--- src/rtl/alarm_sequencer_if.sv ---
// alarm_sequencer_if
//   Groups the alarm sequencer's control inputs and status outputs.
//   master : drives arm/disarm/motion, observes status (user/debouncer side).
//   slave  : the sequencer itself.
// Signal semantics: arm and disarm are single-cycle synchronous pulses
// sampled on the rising clk edge; motion is a synchronous level. There is no
// valid/ready back-pressure: every input is consumed on the edge it is
// sampled, and every output is a registered level that may be sampled at any
// time away from the rising edge.
//   arm, disarm     : request pulses
//   motion          : debounced motion level
//   buzzer          : buzzer drive
//   armed           : high in ARMED, ENTRY, ALARM, HOLD
//   alarm_active    : high in ALARM only
//   state[2:0]      : current state code
//   alarm_count[7:0]: saturating count of ALARM entries
interface alarm_sequencer_if;
  logic       arm;
  logic       disarm;
  logic       motion;
  logic       buzzer;
  logic       armed;
  logic       alarm_active;
  logic [2:0] state;
  logic [7:0] alarm_count;

  modport master (
    output arm, disarm, motion,
    input  buzzer, armed, alarm_active, state, alarm_count
  );

  modport slave (
    input  arm, disarm, motion,
    output buzzer, armed, alarm_active, state, alarm_count
  );
endinterface

--- src/rtl/alarm_sequencer.sv ---
// alarm_sequencer
//   Arming/alarm state machine for the motion-detect buzzer path. Times the
//   exit, entry and alarm windows from a prescaled tick and drives the buzzer
//   with a state-dependent beep pattern.
// Ports:
//   clk   : system clock
//   reset : asynchronous, active-high
//   bus   : alarm_sequencer_if.slave (arm/disarm/motion in; buzzer, armed,
//           alarm_active, state, alarm_count out)
module alarm_sequencer #(
  parameter int TICK_DIV    = 50000,
  parameter int EXIT_TICKS  = 10000,
  parameter int ENTRY_TICKS = 5000,
  parameter int ALARM_TICKS = 30000,
  parameter int EXIT_BEEP   = 500,
  parameter int ENTRY_BEEP  = 125
) (
  input  logic              clk,
  input  logic              reset,
  alarm_sequencer_if.slave  bus
);

  typedef enum logic [2:0] {
    S_DISARMED = 3'd0,
    S_EXIT     = 3'd1,
    S_ARMED    = 3'd2,
    S_ENTRY    = 3'd3,
    S_ALARM    = 3'd4,
    S_HOLD     = 3'd5
  } state_t;

  localparam int MAX_TICKS_A = (EXIT_TICKS > ENTRY_TICKS) ? EXIT_TICKS : ENTRY_TICKS;
  localparam int MAX_TICKS   = (MAX_TICKS_A > ALARM_TICKS) ? MAX_TICKS_A : ALARM_TICKS;
  localparam int MAX_BEEP    = (EXIT_BEEP > ENTRY_BEEP) ? EXIT_BEEP : ENTRY_BEEP;
  localparam int PW = $clog2(TICK_DIV);
  localparam int TW = (MAX_TICKS > 1) ? $clog2(MAX_TICKS) : 1;
  localparam int BW = (MAX_BEEP > 1) ? $clog2(MAX_BEEP) : 1;

  state_t         state_q, state_d;
  logic [PW-1:0]  presc_q, presc_d;
  logic [TW-1:0]  tick_q, tick_d;
  logic [BW-1:0]  beep_q, beep_d;
  logic           phase_q, phase_d;
  logic [7:0]     count_q, count_d;
  logic           buzzer_q, buzzer_d;
  logic           armed_q, armed_d;
  logic           active_q, active_d;

  logic           timed;
  logic           tick_w;
  logic           expire;
  logic [TW-1:0]  len_m1;
  logic [BW-1:0]  beep_m1;

  // Window length and beep half-period (both minus one) of the current state.
  always_comb begin
    len_m1  = '0;
    beep_m1 = '0;
    timed   = 1'b0;
    case (state_q)
      S_EXIT: begin
        len_m1  = TW'(EXIT_TICKS - 1);
        beep_m1 = BW'(EXIT_BEEP - 1);
        timed   = 1'b1;
      end
      S_ENTRY: begin
        len_m1  = TW'(ENTRY_TICKS - 1);
        beep_m1 = BW'(ENTRY_BEEP - 1);
        timed   = 1'b1;
      end
      S_ALARM: begin
        len_m1  = TW'(ALARM_TICKS - 1);
        timed   = 1'b1;
      end
      default: ;
    endcase
  end

  assign tick_w = timed && (presc_q == PW'(TICK_DIV - 1));
  assign expire = tick_w && (tick_q == len_m1);

  always_comb begin
    state_d  = state_q;
    presc_d  = presc_q;
    tick_d   = tick_q;
    beep_d   = beep_q;
    phase_d  = phase_q;
    count_d  = count_q;
    buzzer_d = 1'b0;
    armed_d  = 1'b0;
    active_d = 1'b0;

    case (state_q)
      S_DISARMED: if (bus.arm && !bus.disarm) state_d = S_EXIT;
      S_EXIT: begin
        if (bus.disarm)  state_d = S_DISARMED;
        else if (expire) state_d = S_ARMED;
      end
      S_ARMED: begin
        if (bus.disarm)      state_d = S_DISARMED;
        else if (bus.motion) state_d = S_ENTRY;
      end
      S_ENTRY: begin
        if (bus.disarm) state_d = S_DISARMED;
        else if (expire) begin
          state_d = S_ALARM;
          if (count_q != 8'hFF) count_d = count_q + 8'd1;
        end
      end
      S_ALARM: begin
        if (bus.disarm)  state_d = S_DISARMED;
        else if (expire) state_d = S_HOLD;
      end
      S_HOLD: begin
        if (bus.disarm)       state_d = S_DISARMED;
        else if (!bus.motion) state_d = S_ARMED;
      end
      default: state_d = S_DISARMED;
    endcase

    // Every state change restarts the window and the beep pattern at "on".
    if (state_d != state_q) begin
      presc_d = '0;
      tick_d  = '0;
      beep_d  = '0;
      phase_d = 1'b1;
    end else if (timed) begin
      presc_d = tick_w ? '0 : presc_q + PW'(1);
      if (tick_w) begin
        tick_d = tick_q + TW'(1);
        // beep_q tracks (tick counter mod half-period) without a divider.
        if (beep_q == beep_m1) begin
          beep_d  = '0;
          phase_d = ~phase_q;
        end else begin
          beep_d = beep_q + BW'(1);
        end
      end
    end

    // Outputs are registered from the next state so they move with state.
    case (state_d)
      S_EXIT, S_ENTRY: buzzer_d = phase_d;
      S_ALARM:         buzzer_d = 1'b1;
      default:         buzzer_d = 1'b0;
    endcase
    armed_d  = (state_d == S_ARMED) || (state_d == S_ENTRY) ||
               (state_d == S_ALARM) || (state_d == S_HOLD);
    active_d = (state_d == S_ALARM);
  end

  always_ff @(posedge clk or posedge reset) begin
    if (reset) begin
      state_q  <= S_DISARMED;
      presc_q  <= '0;
      tick_q   <= '0;
      beep_q   <= '0;
      phase_q  <= 1'b0;
      count_q  <= 8'd0;
      buzzer_q <= 1'b0;
      armed_q  <= 1'b0;
      active_q <= 1'b0;
    end else begin
      state_q  <= state_d;
      presc_q  <= presc_d;
      tick_q   <= tick_d;
      beep_q   <= beep_d;
      phase_q  <= phase_d;
      count_q  <= count_d;
      buzzer_q <= buzzer_d;
      armed_q  <= armed_d;
      active_q <= active_d;
    end
  end

  assign bus.state        = state_q;
  assign bus.buzzer       = buzzer_q;
  assign bus.armed        = armed_q;
  assign bus.alarm_active = active_q;
  assign bus.alarm_count  = count_q;

endmodule

--- src/flat_wrapper.sv ---
// flat-port wrapper written by rule: the top's interface ports become plain ports
module alarm_sequencer_flat 
#(
  parameter int TICK_DIV    = 50000,
  parameter int EXIT_TICKS  = 10000,
  parameter int ENTRY_TICKS = 5000,
  parameter int ALARM_TICKS = 30000,
  parameter int EXIT_BEEP   = 500,
  parameter int ENTRY_BEEP  = 125
)
  (clk, reset, bus_arm, bus_disarm, bus_motion, bus_buzzer, bus_armed, bus_alarm_active, bus_state, bus_alarm_count);
  alarm_sequencer_if bus_i ();
  input  logic clk;
  input  logic reset;
  input wire logic [$bits(bus_i.arm)-1:0] bus_arm;
  input wire logic [$bits(bus_i.disarm)-1:0] bus_disarm;
  input wire logic [$bits(bus_i.motion)-1:0] bus_motion;
  output wire logic [$bits(bus_i.buzzer)-1:0] bus_buzzer;
  output wire logic [$bits(bus_i.armed)-1:0] bus_armed;
  output wire logic [$bits(bus_i.alarm_active)-1:0] bus_alarm_active;
  output wire logic [$bits(bus_i.state)-1:0] bus_state;
  output wire logic [$bits(bus_i.alarm_count)-1:0] bus_alarm_count;
  assign bus_i.arm = bus_arm;
  assign bus_i.disarm = bus_disarm;
  assign bus_i.motion = bus_motion;
  assign bus_buzzer = bus_i.buzzer;
  assign bus_armed = bus_i.armed;
  assign bus_alarm_active = bus_i.alarm_active;
  assign bus_state = bus_i.state;
  assign bus_alarm_count = bus_i.alarm_count;
  alarm_sequencer #(.TICK_DIV(TICK_DIV), .EXIT_TICKS(EXIT_TICKS), .ENTRY_TICKS(ENTRY_TICKS), .ALARM_TICKS(ALARM_TICKS), .EXIT_BEEP(EXIT_BEEP), .ENTRY_BEEP(ENTRY_BEEP)) u_core (.clk(clk), .reset(reset), .bus(bus_i));
endmodule
--- config.mk ---
export PLATFORM = sky130hd
export DESIGN_NAME = alarm_sequencer_flat
export DESIGN_NICKNAME = d
export VERILOG_FILES = /design/src/rtl/alarm_sequencer_if.sv /design/src/rtl/alarm_sequencer.sv /design/src/flat_wrapper.sv
export SDC_FILE = /design/constraint.sdc
export NUM_CORES = 1
export LEC_CHECK = 0
export ABC_CLOCK_PERIOD_IN_PS = 2600
export CORE_ASPECT_RATIO = 0.5
export CORE_UTILIZATION = 59
export DETAILED_ROUTE_END_ITERATION = 8
export PLACE_DENSITY = 0.83
export SLEW_MARGIN = 0
export SYNTH_ARGS = -nofsm -noshare
export SYNTH_HDL_FRONTEND = slang
export SYNTH_SLANG_ARGS = --single-unit
--- constraint.sdc ---
create_clock -name clk -period 2.6 [get_ports clk]
set_input_delay 0.65 -clock clk [delete_from_list [all_inputs] [get_ports clk]]
set_output_delay 0.65 -clock clk [all_outputs]
set_load 0.005 [all_outputs]
==> impl_metrics.env <==
export IMPL_grt_pass1_wl_um=11180
export IMPL_root_buffer="clkbuf_8"
export IMPL_place_congestion=0.9045
export IMPL_finalClockSkew_ns=0.01238
export IMPL_finalNetCount=380
export IMPL_viasPerCell=5.910
export IMPL_antenna_found_initial=0
export IMPL_cpLargestDelayFamily="simple AND/OR/NAND/NOR gates"
export IMPL_finalCritPeriodShare_pct=97.22
export IMPL_hp_class="flop to flop"
export IMPL_syn_num_nets=349
export IMPL_fp_coreArea_um2=5045
export IMPL_syn_area_um2=3167
export IMPL_ys_flop_type="dfrtp_1"
export IMPL_start_kind="flop"
export IMPL_die_h_um=53.81
export IMPL_max_slew_worst_pin_slew_ns=0.6650
export IMPL_vias=2612
export IMPL_clk_pin_slew_worst_paths_ns=0.10
export IMPL_required_ns=2.81
export IMPL_max_stage_delay_ns=0.45
export IMPL_power_density_nw_per_um2=464.8
export IMPL_fillers=398
export IMPL_ir_worst_vdd_mv=0.4398
export IMPL_drt_met1_wl_um=3321
export IMPL_cts_tree="built"
export IMPL_yosys_area_top_type_share_pct=43.46
export IMPL_die_w_um=105.6
export IMPL_period_needed_ns=2.528
export IMPL_dp_hpwl_um=5001
export IMPL_wirelength_um=6878
export IMPL_path_cells="nor4b_2 > nor4b_1 > a2bb2oi_1 > nand4b_4 > nor2_4 > nand2_2 > mux2_4"
export IMPL_dieArea_um2=5682
export IMPL_hold_violations=0
export IMPL_numCtsBuffers=5
export IMPL_drt_iter0_drc=131
export IMPL_syn_inst=340
export IMPL_grt_pass1_vias=2432
export IMPL_ys_ff_latch=55
export IMPL_drt_first_pass_iters=4
export IMPL_yosysSeqAreaShare_pct=43.46
export IMPL_cts_num_sinks=55
export IMPL_initial_core_util_pct=62.77
export IMPL_cts_setup_buffers=0
export IMPL_hold_buffers=0
export IMPL_status="complete, no violations"
export IMPL_wl_met3_um=291
export IMPL_topRoutingLayerUsed="met4"
export IMPL_synth_area_top_cells="dfrtp_1 43%, nor2_1 6.3%, xor2_1 5.8%"
export IMPL_rsz0062_at_grt="no"
export IMPL_overflow=0
export IMPL_arrival_ns=2.73
export IMPL_final_util_pct=72.32
export IMPL_place_ws_ns=-0.001300
export IMPL_cts_resized_gates=0
export IMPL_grt_total_usage_pct=25.59
export IMPL_timing_final_ws_setup_ns=0.07230
export IMPL_synth_warnings=0
export IMPL_clk_latency_ns=0.31
export IMPL_syn_area_per_cell_um2=9.314
export IMPL_htree_levels=2
export IMPL_cp_end_kind="flop"
export IMPL_cpMaxStageDelayCell="dfrtp_1"
export IMPL_power_leakage_uw=0.001641
export IMPL_grt_max_degree=56
export IMPL_power_uw=1696
export IMPL_worstSetupPathType="flop to flop"
export IMPL_drcViolationCount=0
export IMPL_synthArstFlopShare_pct=100.0
export IMPL_synth_largest_area_cell="dfrtp_1"
export IMPL_antennaDiodeCount=0
export IMPL_timing_fmax_mhz=395.6
export IMPL_slew_violations=0
export IMPL_wire_per_inst_um=15.56
export IMPL_drive_above_1_share_pct=9.409
export IMPL_ys_types=60
export IMPL_area_growth_pct=15.21
export IMPL_cp_num_buf_inv=0
export IMPL_io_pins=19
export IMPL_synth_common_cells="55 x dfrtp_1, 53 x nor2_1, 31 x nand2_1"
export IMPL_ant_nets=0
export IMPL_setup_viol=0
export IMPL_max_cap_violations=0
export IMPL_rows=18
export IMPL_wl_met2_um=3207
export IMPL_clk_path_buf_depth=2
export IMPL_yosysMostFrequentCell="dfrtp_1"
export IMPL_synth_edf_count=0
export IMPL_critPathMaxFanout=7
export IMPL_slew_headroom_pct=55.46
export IMPL_place_port_buffers=18
==> report_power, final <==
group,leakage (uW),switching (uW),internal [uW],total (uW)
Combinational,0.000816,92.3,57.9,150
Clock,0.0000654,285,385,671
Sequential,0.000760,11.0,864,875
==> per-stage QoR <==
stage	cell area [um^2]	hold WS [ns]	instances	TNS, ns
3_3_place_gp	3516	0.4766	434	0
3_5_place_dp	3516	0.4808	434	-0.001300
6_report	3649	0.4997	442	0
4_1_cts	3649	0.5011	442	0
5_1_grt	3649	0.5082	442	0
2_1_floorplan	3167	0.4804	340	0
==> layout by cell type (no fill, tap or decap), types with 5 or more instances in the layout <==
cell type	netlist	layout
and3_1	13	13
nand2_1	31	31
nand4_1	14	14
clkbuf_8	0	5
nand2b_1	5	5
a21oi_1	11	11
nand3_1	18	18
nor3_1	8	8
clkdlybuf4s50_1	0	18
nor2b_1	5	5
dfrtp_1	55	55
o21ai_0	7	7
xnor2_1	20	20
buf_4	0	15
nor2_1	53	53
xor2_1	21	21
==> path summary, 6_finish.rpt <==
check	start	end	slack, ns	depth (start not counted)
setup reg to reg	u_core.tick_q[4]	u_core.bus.alarm_count[1]	0.07	7
max in group asynchronous	reset	u_core.phase_q	1.66	3
setup / recovery	u_core.tick_q[4]	u_core.bus.alarm_count[1]	0.07	7
hold / removal	u_core.bus.alarm_count[4]	u_core.bus.alarm_count[4]	0.50	1
hold reg to reg	u_core.bus.alarm_count[4]	u_core.bus.alarm_count[4]	0.50	1
min in group asynchronous	reset	u_core.presc_q[5]	0.70	3
==> flip-flops by register name, summed over array words and instances, names as in the netlist <==
signal,flops
u_core.beep_q,9
u_core.bus.alarm_active,1
u_core.bus.alarm_count,8
u_core.bus.armed,1
u_core.bus.buzzer,1
u_core.bus.state,3
u_core.phase_q,1
u_core.presc_q,16
u_core.tick_q,15
==> cell families (layout without fill, tap and decap cells) <==
group | after synthesis | after routing | synth area share (%)
AO/OA/AOI/OAI | 43 | 43 | 9.680
AND/OR/NAND/NOR | 180 | 180 | 30.74
XOR/XNOR | 41 | 41 | 11.34
flip-flops | 55 | 55 | 43.46
adder cells (fa/ha/maj) | 5 | 5 | 1.897
multiplexers | 2 | 2 | 0.7901
buffers and inverters | 14 | 46 | 2.094
==> cell type report <==
| class | count | area [um^2] | area share, % |
|---|---|---|---|
| Inverter | 4 | 15.01 | 0.4115 |
| Multi-Input combinational cell | 271 | 1724 | 47.26 |
| Timing Repair Buffer | 34 | 312.8 | 8.573 |
| Sequential cell | 55 | 1376 | 37.72 |
| Clock buffer | 6 | 72.57 | 1.989 |
| Clock inverter | 2 | 60.06 | 1.646 |
| Tap cell | 70 | 87.58 | 2.401 |
==> worst register-to-register path, cell delays in order (launching register included) <==
cell and delay (ns):
dfrtp_1 0.45, nor4b_2 0.41, nor4b_1 0.44, a2bb2oi_1 0.33
nand4b_4 0.16, nor2_4 0.21, nand2_2 0.11, mux2_4 0.32
==> per-layer routing <==
layer	global-route usage [%]	vias up
met5	0	-
met4	7.407	0
li1	-	1270
met1	33.00	1289
met2	44.52	48
met3	5.932	5
Power figures use the tool's default switching activity.
